==> config.mk <==
export PLATFORM = sky130hd
export DESIGN_NAME = contador_monitor
export DESIGN_NICKNAME = d
export VERILOG_FILES = /design/src/rtl/contador_monitor.sv
export SDC_FILE = /design/constraint.sdc
export NUM_CORES = 1
export LEC_CHECK = 0
export ABC_CLOCK_PERIOD_IN_PS = 3050
export CORE_UTILIZATION = 35
export DETAILED_ROUTE_END_ITERATION = 10
export GPL_TIMING_DRIVEN = 0
export HOLD_SLACK_MARGIN = 0.05
export MAX_ROUTING_LAYER = met4
export PLACE_DENSITY = 0.58
export SETUP_SLACK_MARGIN = 0.15
export SLEW_MARGIN = 20
export SYNTH_ARGS = -nofsm -noshare
export SYNTH_HDL_FRONTEND = slang
export SYNTH_SLANG_ARGS = --single-unit
==> constraint.sdc <==
create_clock -name CLK -period 3.05 [get_ports CLK]
set_input_delay 0.61 -clock CLK [delete_from_list [all_inputs] [get_ports CLK]]
set_output_delay 0.61 -clock CLK [all_outputs]
set_load 0.02 [all_outputs]
==> src/rtl/contador_monitor.sv <==
// Receive-side checker for the 4-bit mode counter bus: predicts the next Q/RCO
// from the previous edge's controls and observed Q, and flags/counts mismatches.
module contador_monitor #(
    parameter int WIDTH = 4,
    parameter int ERR_W = 8
) (
    input  logic             CLK,
    input  logic             RESET_L,
    input  logic             ENB,
    input  logic [1:0]       MODO,
    input  logic [WIDTH-1:0] D,
    input  logic [WIDTH-1:0] Q,
    input  logic             RCO,
    output logic             ARMED,
    output logic             ERR,
    output logic             ERR_Q,
    output logic             ERR_RCO,
    output logic             ERR_STICKY,
    output logic [ERR_W-1:0] ERR_CNT,
    output logic [ERR_W-1:0] CHK_CNT,
    output logic [WIDTH-1:0] EXP_Q
);

    typedef enum logic [1:0] {
        IDLE  = 2'b00,
        WARM  = 2'b01,
        CHECK = 2'b10
    } state_t;

    localparam logic [WIDTH-1:0] MAX_Q = '1;
    localparam logic [ERR_W-1:0] CNT_MAX = '1;

    state_t           state_q, state_d;
    logic             pEnb_q;
    logic [1:0]       pModo_q;
    logic [WIDTH-1:0] pD_q;
    logic [WIDTH-1:0] pQ_q;
    logic             errQ_q, errQ_d;
    logic             errRco_q, errRco_d;
    logic             sticky_q, sticky_d;
    logic [ERR_W-1:0] errCnt_q, errCnt_d;
    logic [ERR_W-1:0] chkCnt_q, chkCnt_d;

    logic [WIDTH:0]   sum3;
    logic [WIDTH-1:0] expQ;
    logic             expRco;
    logic             checking;
    logic             qMis;
    logic             rcoMis;

    // The carry out of the widened Q+3 is exactly the "Q+3 > max" condition.
    assign sum3 = {1'b0, pQ_q} + (WIDTH+1)'(3);

    always_comb begin
        expQ   = pQ_q;
        expRco = 1'b0;
        if (pEnb_q) begin
            case (pModo_q)
                2'b00: begin
                    expQ   = sum3[WIDTH-1:0];
                    expRco = sum3[WIDTH];
                end
                2'b01: begin
                    expQ   = pQ_q - WIDTH'(1);
                    expRco = (pQ_q == '0);
                end
                2'b10: begin
                    expQ   = pQ_q + WIDTH'(1);
                    expRco = (pQ_q == MAX_Q);
                end
                default: begin
                    expQ   = pD_q;
                    expRco = 1'b0;
                end
            endcase
        end
    end

    // Case inequality makes an unknown Q/RCO count as a mismatch.
    assign checking = (state_q != IDLE);
    assign qMis     = (Q !== expQ);
    assign rcoMis   = (RCO !== expRco);

    always_comb begin
        state_d  = state_q;
        errQ_d   = checking & qMis;
        errRco_d = checking & rcoMis;
        sticky_d = sticky_q | errQ_d | errRco_d;
        errCnt_d = errCnt_q;
        chkCnt_d = chkCnt_q;

        case (state_q)
            IDLE:    state_d = WARM;
            WARM:    state_d = CHECK;
            CHECK:   state_d = CHECK;
            default: state_d = IDLE;
        endcase

        if (checking && (chkCnt_q != CNT_MAX)) begin
            chkCnt_d = chkCnt_q + ERR_W'(1);
        end
        if ((errQ_d || errRco_d) && (errCnt_q != CNT_MAX)) begin
            errCnt_d = errCnt_q + ERR_W'(1);
        end
    end

    // History always tracks the observed bus, so one fault yields one ERR.
    always_ff @(posedge CLK) begin
        if (!RESET_L) begin
            state_q  <= IDLE;
            pEnb_q   <= 1'b0;
            pModo_q  <= 2'b00;
            pD_q     <= '0;
            pQ_q     <= '0;
            errQ_q   <= 1'b0;
            errRco_q <= 1'b0;
            sticky_q <= 1'b0;
            errCnt_q <= '0;
            chkCnt_q <= '0;
        end else begin
            state_q  <= state_d;
            pEnb_q   <= ENB;
            pModo_q  <= MODO;
            pD_q     <= D;
            pQ_q     <= Q;
            errQ_q   <= errQ_d;
            errRco_q <= errRco_d;
            sticky_q <= sticky_d;
            errCnt_q <= errCnt_d;
            chkCnt_q <= chkCnt_d;
        end
    end

    assign ARMED      = (state_q != IDLE);
    assign ERR        = errQ_q | errRco_q;
    assign ERR_Q      = errQ_q;
    assign ERR_RCO    = errRco_q;
    assign ERR_STICKY = sticky_q;
    assign ERR_CNT    = errCnt_q;
    assign CHK_CNT    = chkCnt_q;
    assign EXP_Q      = expQ;

endmodule

==> summary.txt <==
Setup path
  • Startpoint types: flop
  • CP max FO: 4
  • CP max stage cell: clkdlybuf4s50_1
  • Worst EP required: 2.44 ns
  • Critical Path Sink Type: primary output
  • Crit path DAT: 2.18 ns
  • CP peak stage delay: 0.62 ns
  • Largest delay contributor family on the critical path: buffers and inverters
  • Worst path bufs/invs: 2
  • Critical path, cell by cell: inv_1 > ha_1 > o21bai_1 > o21ai_0 > nand2_1 > o21ai_0 > clkdlybuf4s50_1
  • Crit Path Class: reg2out
  • Most used cell, CP: o21ai_0

Layout
  • Register area: between 600 and 700 sq um
  • Fin area: approximately 2500 sq um
  • N_diodes: 0
  • Commonest non-fill, non-tap cell in the layout: clkdlybuf4s50_1
  • Layout cells sized above 1: 0.112
  • Area Growth Syn to Fin: 36.3%
  • Layout Nets: 286
  • Filler cells: 522
  • Most frequent cells in the layout: clkdlybuf4s50_1, dfxtp_1, and2_1
  • Footprint of the multi-input gates: 1200 sq um

Clock network
  • CTS clk-pin slew, worst paths: 0.07 ns
  • CTS tree: built
  • Clk buf depth: 2
  • H-tree depth: 2
  • Clk Latency, worst-skew pair: 0.29 ns
  • CTS Hold Bufs: 0
  • Clock root buffer: clkbuf_8
  • Sinks on Clock Net: 32
  • CTS buffer count: 5

STA
  • Final worst slack: about 0.26 ns
  • Hold_ws: about 0.46 ns
  • Final Max Tran Viols: 0
  • Worst Skew: around 0.0086 ns
  • Tcrit/Tclk final: 0.914
  • Achievable Freq: 359 MHz
  • Worst Tran Pin Value: roughly 0.46 ns
  • Unrepaired setup endpoints after global routing: true
  • Final hold vios: 0
  • Relative slew slack: 0.694
  • Final Critical Period: approximately 2.8 ns
  • Final setup fails: 0

Hold path
  • Worst hold-check path type: reg2reg

Floorplanning
  • Die width: around 75 um
  • Die height: 74.8 um
  • Initial Util: 0.364
  • Core area: 5110 sq um
  • DIE AREA: 5600 sq um
  • Core Rows: 26
  • Io pins: 39

GRT
  • First-pass GRT wire length: between 6000 and 7000 um
  • GR Overflow Total: 0
  • Largest net degree at the start of global routing: 12
  • GRT Resource Usage Total: 0.173
  • Antenna violations before repair: 0
  • Vias in the first global route: around 1500

Drt
  • Number of iterations in the first detailed-routing pass: 4
  • WL/cell: about 12 um
  • WL met2: about 1700 um
  • M1 WL: 2130 um
  • Via density: between 4 and 5
  • Post-DRT Antenna Nets: 0
  • Vias post-DR: 1612
  • Residual DRC count: 0
  • Top sig layer: met4
  • Total Wirelength: 4100 um
  • DR WL met3: 152 um
  • Starting DRT DRC Count: 100

Placement
  • DP Worst Slack: -0.00591 ns
  • HPWL after DPL: around 3000 um
  • Routability congestion estimate from global placement: roughly 0.87
  • DP Area: 2330 sq um
  • Port Buf Inserts: 38

Power and ir drop
  • PwrDens: 496 nW/um^2
  • Maximum vdd drop: 372 uV
  • Leak pwr: ~0.99 nW

Logic synthesis
  • Yosys warnings: 0
  • Register area share after synthesis: 0.345
  • Net Count, Synth: 239
  • Synth Area per Inst: approximately 8.8 sq um
  • Synth async-reset ratio: 0
  • Cell count after synthesis: 211
  • FF+latch count, synth: 32
  • Mapped Area: 1860 sq um
  • Top_reg_cell synth: dfxtp_1
  • Post-synth EDFFs: 0
  • Distinct cells, synth: 47

Outcome
  • Status: complete, no violations

Run
  • Max Cap Viol: 0
==> sequential cells by signal, indices dropped and copies added, names as in the netlist <==
register and flops:
ERR_CNT 8, pEnb_q 1, ERR_Q 1, pQ_q 4, ERR_RCO 1, state_q 2, pModo_q 2, pD_q 4
ERR_STICKY 1, CHK_CNT 8
==> worst paths after layout <==
| kind | startpoint | end | slack [ns] | depth (start not counted) |
|---|---|---|---|---|
| min reg2reg | ERR_STICKY | ERR_STICKY | 0.46 | 2 |
| min | ERR_STICKY | ERR_STICKY | 0.46 | 2 |
| max reg2reg | pModo_q[0] | ERR_CNT[6] | 0.37 | 10 |
| max | pModo_q[1] | EXP_Q[0] | 0.26 | 7 |
==> cell usage after synthesis (2+ instances only) <==
library cell | instances | area, sq um
inv_1 | 14 | 52.6
or3_1 | 3 | 18.8
clkbuf_1 | 4 | 15.0
and2_1 | 20 | 125
mux2i_1 | 7 | 70.1
xnor2_1 | 6 | 52.6
o21ai_0 | 7 | 35.0
nand4_1 | 6 | 37.5
or4_1 | 2 | 15.0
a211o_1 | 2 | 17.5
a21boi_1 | 3 | 22.5
a21boi_0 | 4 | 30.0
nor3_1 | 4 | 20.0
nand2b_1 | 5 | 31.3
xor2_1 | 6 | 52.6
and3_1 | 5 | 31.3
nor2_1 | 7 | 26.3
nand3_1 | 13 | 65.1
ha_1 | 13 | 163
o2111ai_1 | 2 | 17.5
o31ai_1 | 3 | 22.5
nand2_1 | 16 | 60.1
dfxtp_1 | 32 | 641
nor2b_1 | 4 | 25.0
==> worst min-delay path, stage by stage, from the launching register on <==
cell,delay (ns)
dfxtp_1,0.31
inv_1,0.04
a21boi_0,0.06
==> stage by stage <==
stage               cells  power [mW]  utilization  setup TNS (ns)
floorplan             211       0.693            -               0
finish                329        1.26        0.496               0
detailed placement    319       0.822        0.456        -0.00591
global placement      319       0.820        0.456         -0.0288
CTS                   329        1.26        0.485               0
global route          329        1.33        0.496               0
==> layout make-up <==
| type | instances | area share |
|---|---|---|
| Clock inverter | 3 | 0.0168 |
| Sequential cell | 32 | 0.254 |
| Multi-Input combinational cell | 158 | 0.476 |
| Buffer | 7 | 0.0138 |
| Inverter | 14 | 0.0208 |
| Tap cell | 70 | 0.0346 |
| Clock buffer | 5 | 0.0272 |
| Timing Repair Buffer | 40 | 0.157 |
==> cells by family after synthesis <==
| family | share of synthesized area |
|---|---|
| compound gates | 0.146 |
| xor+xnor | 0.0566 |
| fa+ha+maj | 0.0984 |
| buf+inv | 0.0451 |
| flops | 0.345 |
| mux | 0.0377 |
| simple gates | 0.271 |
==> power by group <==
group / switching [mW] / internal, mW
sequential: 0.0335 / 0.453
combinational: 0.184 / 0.173
clock: 0.170 / 0.242
total: 0.387 / 0.868
==> what timing repair did <==
item | 4_1_cts | 5_1_grt
pin swaps | 0 | 2
cloned | 1 | 0
setup buffers | 1 | 0
setup endpoints to repair | 7 | 13
resized for setup | 11 | 13
==> metal layers <==
layer | vias up | track usage
li1 | 841 | -
met1 | 736 | 0.234
met2 | 28 | 0.241
met3 | 7 | 0.0495
met4 | 0 | 0.0692
met5 | - | -
(Power assumes the default switching activity.)
